**src/rtl/line_mem_arbiter.sv**
```systemverilog
// -----------------------------------------------------------------------------
// line_mem_arbiter
//
// Shares one line-wide RAM port between the instruction-cache miss path
// (port I) and the data-cache writeback/allocate path (port D). Only one line
// transaction is in flight at a time: either a LINE_WIDTH refill read or a
// LINE_WIDTH writeback. Requests are arbitrated round-robin. The winning
// transaction is issued to RAM, and the response is routed back to the port
// that owns it. A response watchdog converts a hung RAM into an error
// response, so that neither cache can deadlock.
//
// Parameters
//   ADDR_WIDTH    byte address width on all ports
//   LINE_WIDTH    cache line width in bits
//   RESP_TIMEOUT  cycles waited for a RAM response before an error response
//                 (0 disables the watchdog)
//   CNT_WIDTH     watchdog counter width, 2**CNT_WIDTH > RESP_TIMEOUT
//
// Ports
//   clk, RESET                  clock (rising edge), async active-low reset
//   i_req_* / d_req_*           request: valid, rw (0=read 1=write), addr,
//                               wdata; *_req_ready is the combinational accept
//   i_resp_* / d_resp_*         one-cycle response pulse, read line, and
//                               watchdog error flag
//   mem_valid/rw/addr/wdata     registered RAM request; addr is line-aligned
//   mem_ready                   RAM accepts when mem_valid & mem_ready
//   mem_resp_valid, mem_rdata   RAM read data valid or write done
//   busy                        high whenever the arbiter is not IDLE
// -----------------------------------------------------------------------------
module line_mem_arbiter #(
  parameter int ADDR_WIDTH   = 32,
  parameter int LINE_WIDTH   = 128,
  parameter int RESP_TIMEOUT = 1023,
  parameter int CNT_WIDTH    = 10
) (
  input  logic                  clk,
  input  logic                  RESET,
  // port I
  input  logic                  i_req_valid,
  input  logic                  i_req_rw,
  input  logic [ADDR_WIDTH-1:0] i_req_addr,
  input  logic [LINE_WIDTH-1:0] i_req_wdata,
  output logic                  i_req_ready,
  output logic                  i_resp_valid,
  output logic [LINE_WIDTH-1:0] i_resp_rdata,
  output logic                  i_resp_err,
  // port D
  input  logic                  d_req_valid,
  input  logic                  d_req_rw,
  input  logic [ADDR_WIDTH-1:0] d_req_addr,
  input  logic [LINE_WIDTH-1:0] d_req_wdata,
  output logic                  d_req_ready,
  output logic                  d_resp_valid,
  output logic [LINE_WIDTH-1:0] d_resp_rdata,
  output logic                  d_resp_err,
  // RAM port
  output logic                  mem_valid,
  output logic                  mem_rw,
  output logic [ADDR_WIDTH-1:0] mem_addr,
  output logic [LINE_WIDTH-1:0] mem_wdata,
  input  logic                  mem_ready,
  input  logic                  mem_resp_valid,
  input  logic [LINE_WIDTH-1:0] mem_rdata,
  // status
  output logic                  busy
);

  typedef enum logic [1:0] {
    IDLE      = 2'd0,
    ISSUE     = 2'd1,
    WAIT_RESP = 2'd2
  } state_t;

  typedef enum logic {
    PORT_I = 1'b0,
    PORT_D = 1'b1
  } port_t;

  // The watchdog fires on the last counted cycle. With RESP_TIMEOUT == 0, the
  // cast wraps to all-ones, but WDOG_EN masks the comparison off entirely.
  localparam bit                   WDOG_EN   = (RESP_TIMEOUT != 0);
  localparam logic [CNT_WIDTH-1:0] CNT_LAST  = CNT_WIDTH'(RESP_TIMEOUT - 1);
  localparam logic [CNT_WIDTH-1:0] CNT_ONE   = {{(CNT_WIDTH-1){1'b0}}, 1'b1};
  localparam logic [ADDR_WIDTH-1:0] LINE_MASK = {{(ADDR_WIDTH-4){1'b1}}, 4'b0000};

  state_t                  state_r;
  state_t                  state_s;
  port_t                   owner_r;
  port_t                   rr_last_r;
  logic                    rw_r;
  logic [ADDR_WIDTH-1:0]   addr_r;
  logic [LINE_WIDTH-1:0]   wdata_r;
  logic                    mem_valid_r;
  logic [CNT_WIDTH-1:0]    cnt_r;
  logic                    busy_r;
  logic                    i_resp_valid_r;
  logic                    i_resp_err_r;
  logic [LINE_WIDTH-1:0]   i_resp_rdata_r;
  logic                    d_resp_valid_r;
  logic                    d_resp_err_r;
  logic [LINE_WIDTH-1:0]   d_resp_rdata_r;

  logic                    grant_i_s;
  logic                    grant_d_s;
  logic                    accept_s;
  logic                    issue_done_s;
  logic                    resp_hit_s;
  logic                    timeout_s;
  logic                    sel_rw_s;
  logic [ADDR_WIDTH-1:0]   sel_addr_s;
  logic [LINE_WIDTH-1:0]   sel_wdata_s;
  logic [LINE_WIDTH-1:0]   resp_data_s;

  // Round-robin grant in IDLE: a lone requester wins, and on a tie the port
  // that did not win last time wins.
  always_comb begin
    grant_i_s = 1'b0;
    grant_d_s = 1'b0;
    if (state_r == IDLE) begin
      if (i_req_valid && d_req_valid) begin
        if (rr_last_r == PORT_I) begin
          grant_d_s = 1'b1;
        end else begin
          grant_i_s = 1'b1;
        end
      end else if (i_req_valid) begin
        grant_i_s = 1'b1;
      end else if (d_req_valid) begin
        grant_d_s = 1'b1;
      end else begin
        grant_i_s = 1'b0;
        grant_d_s = 1'b0;
      end
    end else begin
      grant_i_s = 1'b0;
      grant_d_s = 1'b0;
    end
  end

  // Ready is the grant itself. It is gated by RESET so that both readies read
  // 0 while reset is asserted, even if a requester is already holding valid.
  assign i_req_ready = grant_i_s & RESET;
  assign d_req_ready = grant_d_s & RESET;

  // Request mux and the events that drive the FSM.
  always_comb begin
    sel_rw_s     = i_req_rw;
    sel_addr_s   = i_req_addr;
    sel_wdata_s  = i_req_wdata;
    if (grant_d_s) begin
      sel_rw_s    = d_req_rw;
      sel_addr_s  = d_req_addr;
      sel_wdata_s = d_req_wdata;
    end else begin
      sel_rw_s    = i_req_rw;
      sel_addr_s  = i_req_addr;
      sel_wdata_s = i_req_wdata;
    end
    accept_s     = grant_i_s | grant_d_s;
    issue_done_s = (state_r == ISSUE) && mem_ready;
    resp_hit_s   = (state_r == WAIT_RESP) && mem_resp_valid;
    // A response arriving in the expiry cycle wins over the watchdog.
    timeout_s    = WDOG_EN && (state_r == WAIT_RESP) && !mem_resp_valid &&
                   (cnt_r == CNT_LAST);
    // A write completion and a watchdog error both return an all-zero line.
    if (resp_hit_s && !rw_r) begin
      resp_data_s = mem_rdata;
    end else begin
      resp_data_s = '0;
    end
  end

  // Next-state logic.
  always_comb begin
    state_s = state_r;
    case (state_r)
      IDLE: begin
        if (accept_s) begin
          state_s = ISSUE;
        end else begin
          state_s = IDLE;
        end
      end
      ISSUE: begin
        if (issue_done_s) begin
          state_s = WAIT_RESP;
        end else begin
          state_s = ISSUE;
        end
      end
      WAIT_RESP: begin
        if (resp_hit_s || timeout_s) begin
          state_s = IDLE;
        end else begin
          state_s = WAIT_RESP;
        end
      end
      default: begin
        state_s = IDLE;
      end
    endcase
  end

  // State register.
  always_ff @(posedge clk or negedge RESET) begin
    if (!RESET) begin
      state_r <= IDLE;
      busy_r  <= 1'b0;
    end else begin
      state_r <= state_s;
      busy_r  <= (state_s != IDLE);
    end
  end

  // Captured request, arbitration history, RAM request and watchdog counter.
  always_ff @(posedge clk or negedge RESET) begin
    if (!RESET) begin
      owner_r     <= PORT_D;
      rr_last_r   <= PORT_I;
      rw_r        <= 1'b0;
      addr_r      <= '0;
      wdata_r     <= '0;
      mem_valid_r <= 1'b0;
      cnt_r       <= '0;
    end else begin
      if (accept_s) begin
        owner_r     <= grant_d_s ? PORT_D : PORT_I;
        rr_last_r   <= grant_d_s ? PORT_D : PORT_I;
        rw_r        <= sel_rw_s;
        addr_r      <= sel_addr_s & LINE_MASK;
        wdata_r     <= sel_wdata_s;
        mem_valid_r <= 1'b1;
      end else if (issue_done_s) begin
        mem_valid_r <= 1'b0;
      end else begin
        mem_valid_r <= mem_valid_r;
      end
      if (issue_done_s) begin
        cnt_r <= '0;
      end else if (state_r == WAIT_RESP) begin
        cnt_r <= cnt_r + CNT_ONE;
      end else begin
        cnt_r <= cnt_r;
      end
    end
  end

  // One-cycle response pulse to the owner only. The read line is held between
  // pulses.
  always_ff @(posedge clk or negedge RESET) begin
    if (!RESET) begin
      i_resp_valid_r <= 1'b0;
      i_resp_err_r   <= 1'b0;
      i_resp_rdata_r <= '0;
      d_resp_valid_r <= 1'b0;
      d_resp_err_r   <= 1'b0;
      d_resp_rdata_r <= '0;
    end else begin
      i_resp_valid_r <= 1'b0;
      i_resp_err_r   <= 1'b0;
      d_resp_valid_r <= 1'b0;
      d_resp_err_r   <= 1'b0;
      if (resp_hit_s || timeout_s) begin
        if (owner_r == PORT_D) begin
          d_resp_valid_r <= 1'b1;
          d_resp_err_r   <= ~resp_hit_s;
          d_resp_rdata_r <= resp_data_s;
        end else begin
          i_resp_valid_r <= 1'b1;
          i_resp_err_r   <= ~resp_hit_s;
          i_resp_rdata_r <= resp_data_s;
        end
      end else begin
        i_resp_rdata_r <= i_resp_rdata_r;
        d_resp_rdata_r <= d_resp_rdata_r;
      end
    end
  end

  assign mem_valid    = mem_valid_r;
  assign mem_rw       = rw_r;
  assign mem_addr     = addr_r;
  assign mem_wdata    = wdata_r;
  assign busy         = busy_r;
  assign i_resp_valid = i_resp_valid_r;
  assign i_resp_err   = i_resp_err_r;
  assign i_resp_rdata = i_resp_rdata_r;
  assign d_resp_valid = d_resp_valid_r;
  assign d_resp_err   = d_resp_err_r;
  assign d_resp_rdata = d_resp_rdata_r;

endmodule

```
**config.mk**
```make
export PLATFORM = sky130hd
export DESIGN_NAME = line_mem_arbiter
export DESIGN_NICKNAME = d
export VERILOG_FILES = /design/src/rtl/line_mem_arbiter.sv
export SDC_FILE = /design/constraint.sdc
export NUM_CORES = 1
export LEC_CHECK = 0
export ABC_AREA = 1
export BUFFER_PORTS_ARGS = -buffer_cell sky130_fd_sc_hd__clkbuf_2
export CAP_MARGIN = 20
export CORE_AREA = 2 2 340 342
export CTS_CLUSTER_SIZE = 25
export DETAILED_ROUTE_END_ITERATION = 8
export DIE_AREA = 0 0 342 344
export SLEW_MARGIN = 30
export SYNTH_ARGS = -nofsm -noshare
export SYNTH_HDL_FRONTEND = slang
export SYNTH_SLANG_ARGS = --single-unit
```
**constraint.sdc**
```tcl
create_clock -name clk -period 1.8 [get_ports clk]
set_input_delay 0.27 -clock clk [delete_from_list [all_inputs] [get_ports clk]]
set_output_delay 0.27 -clock clk [all_outputs]
set_load 0.02 [all_outputs]
```
==> results.md, run 1 <==
- The run finished, with violations left.
- The checks that failed: negative setup slack.
- The type of the setup path with the least slack is reg2reg.
- The achievable clock frequency is 526 MHz.
- Global routing finished with a remaining overflow of 0.
- Global routing used 15.6% of the available tracks across all layers.
- The total leakage power is 0.0168 µW.
- At the end of routability-driven placement, the weighted congestion stood at 0.887.
- The first global-routing pass estimated 137 mm of wire.
- The number of CTS-inserted buffers is 50.
- The final critical path takes up 106% of the cycle.
- The final count of hold timing violations came to 0.
- The vias after detailed routing is 20900.
- The min-delay analysis places its worst path in the category in2reg.
- Sequential cells account for 31.6% of the total power.
- After synthesis, the most frequently instantiated cells are sky130_fd_sc_hd__nand2_1 (1012), sky130_fd_sc_hd__dfrtp_1 (432), sky130_fd_sc_hd__nand4_1 (258).
- The number of I/O pins is 881.
- The worst hold slack is 0.0855 ns.
- After clock tree synthesis, the clock-pin slew on the worst setup and hold paths is 0.06 ns.
- The synthesized netlist devotes 0.137% of its cell area to adder and majority cells.
- The clock network latency to the later pin of the worst-skew pair is 0.61 ns.
- In the synthesized netlist, the number of instances is 2097.
- The startpoint of the most critical hold path is d_req_valid.
- The deepest level of the CTS H-tree is 2.
- The kind of launch point of the worst setup path is a flip-flop.
- Setup repair after global routing could not meet its margin everywhere.
- At the pin with the least slew margin, the transition time is 0.714 ns.
- The share of the synthesized area in compound gates (AO/OA/AOI/OAI) is 0.560%.
- The top cell type by area accounts for 59.0% of the synthesized area.
- The power per cell area is 1610 mW/mm².
- The peak ir drop on the vdd network is 0.642 mV.
- Across the run, the number of max-cap violations was 0.
- In this run the critical register-to-register path is launched from state_r[0].
- The worst setup path is captured at a flip-flop.
- The capturing point of the worst reg2reg path is d_resp_rdata[37].
- The initial antenna violation count was 10.
- The most repeated cell in the gate-level netlist after synthesis is sky130_fd_sc_hd__nand2_1.
- The worst hold path terminates at rr_last_r.
- For this design, the sink count on the clock tree is 433.
- The number of global-route vias before repair was 20500.
- Setup violations remaining at the end of the flow were counted as 192.
- The completed layout was analyzed and its total power is 51700 µW.
- Counting instances, the worst hold path has a depth of 4.
- The analysis attributes to net switching a power of 23400 µW.
- The post-synthesis average cell area is 8.74 µm².
- The detailed-route wire length per cell is 20.1 µm.
- The routed design has 101 mm of wire.
- The area of the die is 0.118 mm².
- The total area inside the core boundary comes to 0.114 mm².
- Net switching is 45.2% of the power.
- The smallest clock period supported by the final layout is computed as 1.90 ns.
- Counting the fill cells in the layout gives 11900.
- Combinational logic is responsible for 47.3% of the overall power.
- The row count is 124.
- The share of flip-flops with an asynchronous set or reset is 100%.
- STA puts the critical path data required time at 2.28 ns.
- The worst max-slew margin expressed relative to the limit is 52.4%.
- The setup slack of the critical path after layout is -0.102 ns.
- The floorplan step set the die height to 344 µm.
- The detail-routed via count per cell is 4.17.
- The max-slew violation count is 0.
- Setup slack on the worst reg-to-reg path comes out at -0.10 ns.
- For this run, design rule violations remaining after detail routing come to 0.
- The placed instances occupy a cell area of 0.0250 mm².
- For this run, the register share of the synthesized area comes to 59.1%.
- The number of detailed-route iterations in the first pass is 9.
- Along the worst path, the maximum fanout reaches 9.
- The depth of the worst register-to-register path is 12.
- The post-route core utilization is 28.3%.
- The synthesized design contains 433 register bits.
- After the last flow step, the layout net total stands at 3918.
- The area added between synthesis and finish is 75.7%.
- The top flip-flop cell by instance count after synthesis is sky130_fd_sc_hd__dfrtp_1.
- Summing the areas of all and, or, nand and nor instances in the mapped netlist gives 34.5% of the synthesized area.
- Yosys printed 0 warnings.
- The synthesized design spends more area on one cell type than any other, namely sky130_fd_sc_hd__dfrtp_1.
- In this run the deepest clock path goes through 3 buffers.
- For the worst setup path, the data arrival time is 2.38 ns.
- After synthesis, the share of cell area in mux cells is 0%.
- The worst clock skew on the final layout is 0.0198 ns.
- Synthesis instantiated 26 different standard cells from the library.
- The internal portion of total power is 28300 µW.
- The parity-gate share of the synthesized area counting xor and xnor cells is 0%.
- The width of the die is 342 µm.
- In this run, the number of DRC markers left after iteration 0 of detailed routing was 1133.
- The cell area after layout is 0.0322 mm².
- The placed wire-length estimate is 71.9 mm.
- The number of input and output port buffers inserted is 868.
- The post-synthesis cell area is 0.0183 mm².
- The layout cell share with drive strength beyond 1 is 32.6%.
- The tree is rooted in a sky130_fd_sc_hd__clkbuf_16.
- The largest net degree at the start of global routing is 105.
- The final antenna-violating net count is 0.
- By area, the combinational part of the netlist is dominated by simple AND/OR/NAND/NOR gates.
- In the post-synthesis netlist, the biggest area contributors are sky130_fd_sc_hd__dfrtp_1 (59%), sky130_fd_sc_hd__nand2_1 (21%), sky130_fd_sc_hd__nand4_1 (8.8%), sky130_fd_sc_hd__nand3_1 (4.5%), sky130_fd_sc_hd__buf_2 (1.7%).
- In this run, synthesis inferred 0 flip-flops with an integrated enable.
- Per report_power, the clock group accounts for 21.1% of the total.
- The CTS tree is yes.
- The effective utilization at floorplan is 16.1%.
==> critical path: stages (launching register included) <==
cell and delay [ns]:
sky130_fd_sc_hd__dfrtp_2 0.42, sky130_fd_sc_hd__buf_4 0.16, sky130_fd_sc_hd__inv_2 0.05, sky130_fd_sc_hd__nand2_1 0.06, sky130_fd_sc_hd__nor2_1 0.09, sky130_fd_sc_hd__nand3_1 0.09, sky130_fd_sc_hd__nand2_2 0.12, sky130_fd_sc_hd__buf_12 0.15
sky130_fd_sc_hd__buf_12 0.11, sky130_fd_sc_hd__nand2_8 0.14, sky130_fd_sc_hd__buf_4 0.22, sky130_fd_sc_hd__nand2_1 0.06, sky130_fd_sc_hd__nand2_1 0.07
==> stage by stage <==
stage,TNS (ns),setup WS [ns],instances
6_report,-6.42,-0.102,5016
3_5_place_dp,0,0.0384,4432
4_1_cts,-0.681,-0.170,4975
5_1_grt,-41.44,-0.232,5011
2_1_floorplan,0,0.185,2100
3_3_place_gp,0,0.0378,4432
==> registers in the layout (all words and copies together), names as in the netlist, 2 cells and up <==
| signal | cells |
|---|---|
| cnt_r | 10 |
| d_resp_rdata | 128 |
| i_resp_rdata | 128 |
| mem_addr | 28 |
| mem_wdata | 128 |
| state_r | 2 |
==> layout by cell type (no fill, tap or decap), types with 2 or more instances in the layout <==
master                             n
sky130_fd_sc_hd__nand2_1        1004
sky130_fd_sc_hd__clkbuf_2        865
sky130_fd_sc_hd__dlygate4sd3_1   447
sky130_fd_sc_hd__dfrtp_1         430
sky130_fd_sc_hd__nand4_1         258
sky130_fd_sc_hd__nand3_1         162
sky130_fd_sc_hd__buf_4            87
sky130_fd_sc_hd__clkbuf_16        67
sky130_fd_sc_hd__buf_12           41
sky130_fd_sc_hd__inv_1            15
sky130_fd_sc_hd__nor2_1           12
sky130_fd_sc_hd__o21ai_0          12
sky130_fd_sc_hd__clkbuf_8         12
sky130_fd_sc_hd__clkinv_2          9
sky130_fd_sc_hd__diode_2           8
sky130_fd_sc_hd__nand2_2           8
sky130_fd_sc_hd__buf_6             8
sky130_fd_sc_hd__bufinv_16         7
sky130_fd_sc_hd__clkbuf_1          6
sky130_fd_sc_hd__nand2_8           5
sky130_fd_sc_hd__buf_16            5
sky130_fd_sc_hd__inv_2             4
sky130_fd_sc_hd__conb_1            4
sky130_fd_sc_hd__inv_6             3
sky130_fd_sc_hd__buf_8             3
sky130_fd_sc_hd__nor2_4            2
sky130_fd_sc_hd__inv_4             2
sky130_fd_sc_hd__inv_8             2
sky130_fd_sc_hd__dfrtp_2           2
==> worst max-delay path by stage <==
stage / slack (ns) / startpoint / cells after the start / to
after floorplan: 0.19 / state_r[0] / 6 / d_req_ready
after global placement: 0.04 / cnt_r[0] / 11 / d_resp_rdata[11]
after detailed placement: 0.04 / cnt_r[0] / 11 / d_resp_rdata[16]
after CTS: -0.17 / state_r[0] / 5 / d_req_ready
after global routing: -0.23 / cnt_r[0] / 12 / d_resp_rdata[37]
final: -0.10 / state_r[0] / 12 / d_resp_rdata[37]
==> timing repair <==
action / 4_1_cts / 5_1_grt
gates resized for setup: 18 / 37
endpoints found under the hold margin: 561 / 0
pin swaps: 3 / 7
gates cloned: 2 / 24
endpoints found under the setup margin: 6 / 262
buffers inserted: 6 / 9
hold buffers: 447 / 0
==> cells by family (layout without fill, tap and decap cells) <==
kind of cell | after synthesis | in the layout
buf+inv | 192 | 1585
fa+ha+maj | 2 | 2
compound gates | 18 | 18
flops | 433 | 433
other cells | 1 | 12
simple gates | 1451 | 1454
==> power groups by stage <==
stage	Sequential (µW)	Clock, µW	Combinational [µW]
2_1_floorplan	20700	0	7270
3_3_place_gp	16200	0	22900
3_5_place_dp	16300	0	23000
4_1_cts	16200	11200	24100
5_1_grt	16700	11600	26500
6_report	16300	10900	24400
==> final cells by class <==
type	count	area, µm²	share of cell area, %
Sequential cell	433	10800	33.7
Tap cell	1512	1890	5.88
Clock buffer	68	1440	4.47
Multi-Input combinational cell	1478	6610	20.5
Clock inverter	20	298	0.925
Antenna cell	8	20.0	0.0622
Inverter	24	114	0.354
Timing Repair Buffer	1473	11000	34.1
==> per-layer routing <==
metal	part of all wire, %	vias up	routed length (µm)	global-route usage [%]
met1	40	9998	40000	19.1
met5	0.041	-	41	0
met2	48	1026	48100	25.9
met3	7.6	206	7680	4.15
li1	-	9691	-	-
met4	4.8	6	4840	6.89
Power figures use the tool's default switching activity.
==> run 2, diff against run 1 <==
--- a/config.mk
+++ b/config.mk
@@ -12,6 +12,7 @@
 export CTS_CLUSTER_SIZE = 25
 export DETAILED_ROUTE_END_ITERATION = 8
 export DIE_AREA = 0 0 342 344
+export SETUP_SLACK_MARGIN = 0.5
 export SLEW_MARGIN = 30
 export SYNTH_ARGS = -nofsm -noshare
 export SYNTH_HDL_FRONTEND = slang
==> run 2 against run 1 <==
  * The flow still finishes with violations (negative setup slack)
  * Die area is the same
  * Sequential cell count unchanged
  * Sequential power up 3%
  * Routed wire length up 17%
  * Highest routed layer unchanged
  * First-iteration DRC count is 16% higher
  * Largest power group unchanged
==> results.md, run 2 (synthesis gave the netlist of run 1 again) <==
- The run finished, with violations left.
- The final reports fail on negative setup slack.
- The worst setup path startpoint is state_r[0].
- The initial antenna violation count is 13 (+3).
- The placed wire-length estimate came to 70.3 mm (-2.3%).
- The width of the die is 342 µm (unchanged).
- The die extent in y came to 344 µm (unchanged).
- The highest fanout seen on the critical path came to 7 (-2).
- TritonCTS built the clock tree.
- The final number of setup-violating endpoints is 286 (+49%).
- The final antenna-violating net count is 0 (unchanged).
- The total routing usage reported by global routing came to 17.8% (+2.2 points).
- The final count of hold timing violations came to 0 (unchanged).
- The total placed cells including tap cells is 4430 (-0.045%).
- The area of the die is 0.118 mm² (unchanged).
- The capturing element of the worst setup path is i_resp_rdata[109].
- The vias after detailed routing was 23100 (+10%).
- The number of input and output port buffers inserted is 868 (unchanged).
- The worst hold slack is 0.108 ns (+0.0221 ns).
- The type of the setup path with the least slack is reg2reg.
- The TritonCTS sink count is 433 (unchanged).
- The final routed DRC violation total is 0 (unchanged).
- The setup slack of the critical path after layout is -0.248 ns (-0.146 ns).
- The detailed-route wire length per cell is 22.7 µm (+13%).
- In the layout the commonest cells are sky130_fd_sc_hd__clkbuf_2 (865), sky130_fd_sc_hd__nand2_1 (683), sky130_fd_sc_hd__dlygate4sd3_1 (444).
- The number of detailed-route iterations in the first pass was 5 (-4).
- The largest net degree at the start of global routing is 84 (-20%).
- The required time of the critical path is 2.37 ns (+0.09 ns).
- The number of CTS-inserted buffers is 52 (+4.0%).
- The worst clock skew on the final layout is 0.0271 ns (+0.00734 ns).
- The global-route wire length before repair was 155 mm (+13%).
- The achievable clock frequency came to 488 MHz (-7.1%).
- The final critical-path share of the clock period is 114% (+8.1 points).
- The category of the worst setup path capture point is a flip-flop.
- The final standard cell count with taps included and fillers excluded is 5158 (+2.8%).
- From synthesis to final layout, the design area changed by 104%.
- The number of global-route vias before repair was 22800 (+11%).
- The reg2reg setup slack is -0.25 ns (-0.15 ns).
- The cell chosen for the clock root is sky130_fd_sc_hd__clkbuf_16.
- The max-slew violation count is 0 (unchanged).
- The row count is 124 (unchanged).
- The total grt overflow is 0 (unchanged).
- The actual slew at the worst max-slew pin is 0.538 ns (-0.175 ns).
- The number of I/O pins is 881 (unchanged).
- The number of DRC markers after the initial detailed-route iteration is 1313 (+16%).
- The detail-routed via count per cell is 4.48 (+7.3%).
- The aggregate routed wire length is 117 mm (+17%).
- The path category of the worst min-delay check is in2reg.
- The power per cell area is 1590 mW/mm² (-0.81%).
- The depth of the worst register-to-register path is 14 (+2).
- The number of buffers between clock root and the deepest sink is 3 (unchanged).
- The filler cell count was 11100 (-6.6%).
- The clock slew seen by the registers of the worst setup and hold paths is 0.06 ns (about the same).
- The worst path arrival time is 2.62 ns (+0.24 ns).
- The global placer's final weighted congestion came to 0.892 (+0.60%).
- The kind of launch point of the worst setup path is a flip-flop.
- The effective utilization at floorplan is 16.1% (unchanged).
- The layout cell share with drive strength beyond 1 is 47.3% (+15 points).
- The pre-CTS worst setup slack is -0.0150 ns (-0.0534 ns).
- The area inside the core boundary came to 0.114 mm² (unchanged).
- The worst max-slew margin expressed relative to the limit was 64.1% (+12 points).
- The post-route core utilization came to 32.9% (+4.6 points).
- In this run the critical register-to-register path is launched from state_r[0].
- Leaving out fill and tap cells, the most frequent cell in the layout is sky130_fd_sc_hd__clkbuf_2.
- Setup repair after global routing could not meet its margin everywhere.
- The clock network latency to the later pin of the worst-skew pair is 0.64 ns (+0.03 ns).
- The final-stage net count came to 4056 (+3.5%).
- The peak ir drop on the vdd network is 0.749 mV (+17%).
- The shortest period the worst path allows is 2.05 ns (+0.146 ns).
- The capturing point of the worst reg2reg path is i_resp_rdata[109].
- The deepest level of the CTS H-tree came to 2 (unchanged).
- The total leakage power is 0.0196 µW (+16%).
- The total of max-cap violations was 0 (unchanged).
[run 2: cell count changes in the layout (fill, tap and decap cells not counted), moves of 6 or more]
cell	previous run	this run
sky130_fd_sc_hd__nand2_1	1004	683
sky130_fd_sc_hd__nand2_2	8	179
sky130_fd_sc_hd__nand2_4	1	150
sky130_fd_sc_hd__nand3_1	162	54
sky130_fd_sc_hd__nand3_2	1	108
sky130_fd_sc_hd__buf_16	5	67
sky130_fd_sc_hd__buf_12	41	93
sky130_fd_sc_hd__buf_6	8	48
sky130_fd_sc_hd__buf_4	87	64
sky130_fd_sc_hd__buf_8	3	18
sky130_fd_sc_hd__nor2_1	12	6
[run 2: worst min-delay path by stage]
| stage | slack (ns) | depth (start not counted) | to | startpoint |
|---|---|---|---|---|
| final | 0.11 | 4 | owner_r | d_req_valid |
| after global routing | 0.09 | 4 | owner_r | d_req_valid |
| after CTS | 0.01 | 3 | state_r[0] | i_req_valid |
| after detailed placement | 0.13 | 1 | d_resp_rdata[24] | RESET |
| after global placement | 0.13 | 1 | d_resp_rdata[24] | RESET |
| after floorplan | -0.03 | 0 | busy | RESET |
[run 2: cell type report]
cell class / instances / area (µm²) / share of cell area [%]
timing repair buffer: 1611 / 14100 / 37.5
sequential: 433 / 10800 / 29.0
antenna: 5 / 12.5 / 0.0334
clock inverter: 29 / 333 / 0.889
multi-input combinational: 1476 / 8700 / 23.2
clock buffer: 68 / 1460 / 3.90
inverter: 24 / 144 / 0.384
tap: 1512 / 1890 / 5.05
[run 2: per-stage QoR]
stage / area (µm²) / power [µW] / setup TNS [ns]
finish: 37400 / 59600 / -35.92
global route: 37400 / 62400 / -56.08
CTS: 35000 / 56100 / -37.85
detailed placement: 25100 / 39400 / -0.0836
global placement: 25100 / 39200 / 0
floorplan: 18400 / 28100 / 0
[run 2: report_power, final]
group	total (µW)	switching [µW]	internal [µW]
logic	31500	19500	12100
registers	16800	3030	13800
clock network	11300	4780	6490
total	59600	27300	32400
[run 2: metal layers]
metal,track usage [%],vias to the layer above,part of all wire (%)
met2,29.5,1438,47
met1,20.1,11200,36
met4,10.4,10,7.3
li1,-,9999,-
met5,0,-,0.052
met3,5.87,421,9.5
[run 2: critical path, stage by stage, from the launching register on]
cell and delay (ns):
sky130_fd_sc_hd__dfrtp_2 0.43, sky130_fd_sc_hd__buf_6 0.12, sky130_fd_sc_hd__buf_6 0.12, sky130_fd_sc_hd__buf_12 0.12
sky130_fd_sc_hd__nor2_4 0.12, sky130_fd_sc_hd__nand2_4 0.09, sky130_fd_sc_hd__buf_6 0.14, sky130_fd_sc_hd__inv_12 0.06
sky130_fd_sc_hd__buf_12 0.12, sky130_fd_sc_hd__buf_12 0.14, sky130_fd_sc_hd__buf_6 0.10, sky130_fd_sc_hd__buf_6 0.09
sky130_fd_sc_hd__buf_16 0.11, sky130_fd_sc_hd__nand4_1 0.10, sky130_fd_sc_hd__nand2_1 0.08
[run 2: repair_timing]
action,4_1_cts,5_1_grt
setup buffers,86,22
pin swaps,95,114
resized for setup,317,498
endpoints found under the setup margin,844,852
hold buffers,445,0
hold endpoints to repair,687,0
gates cloned,62,11
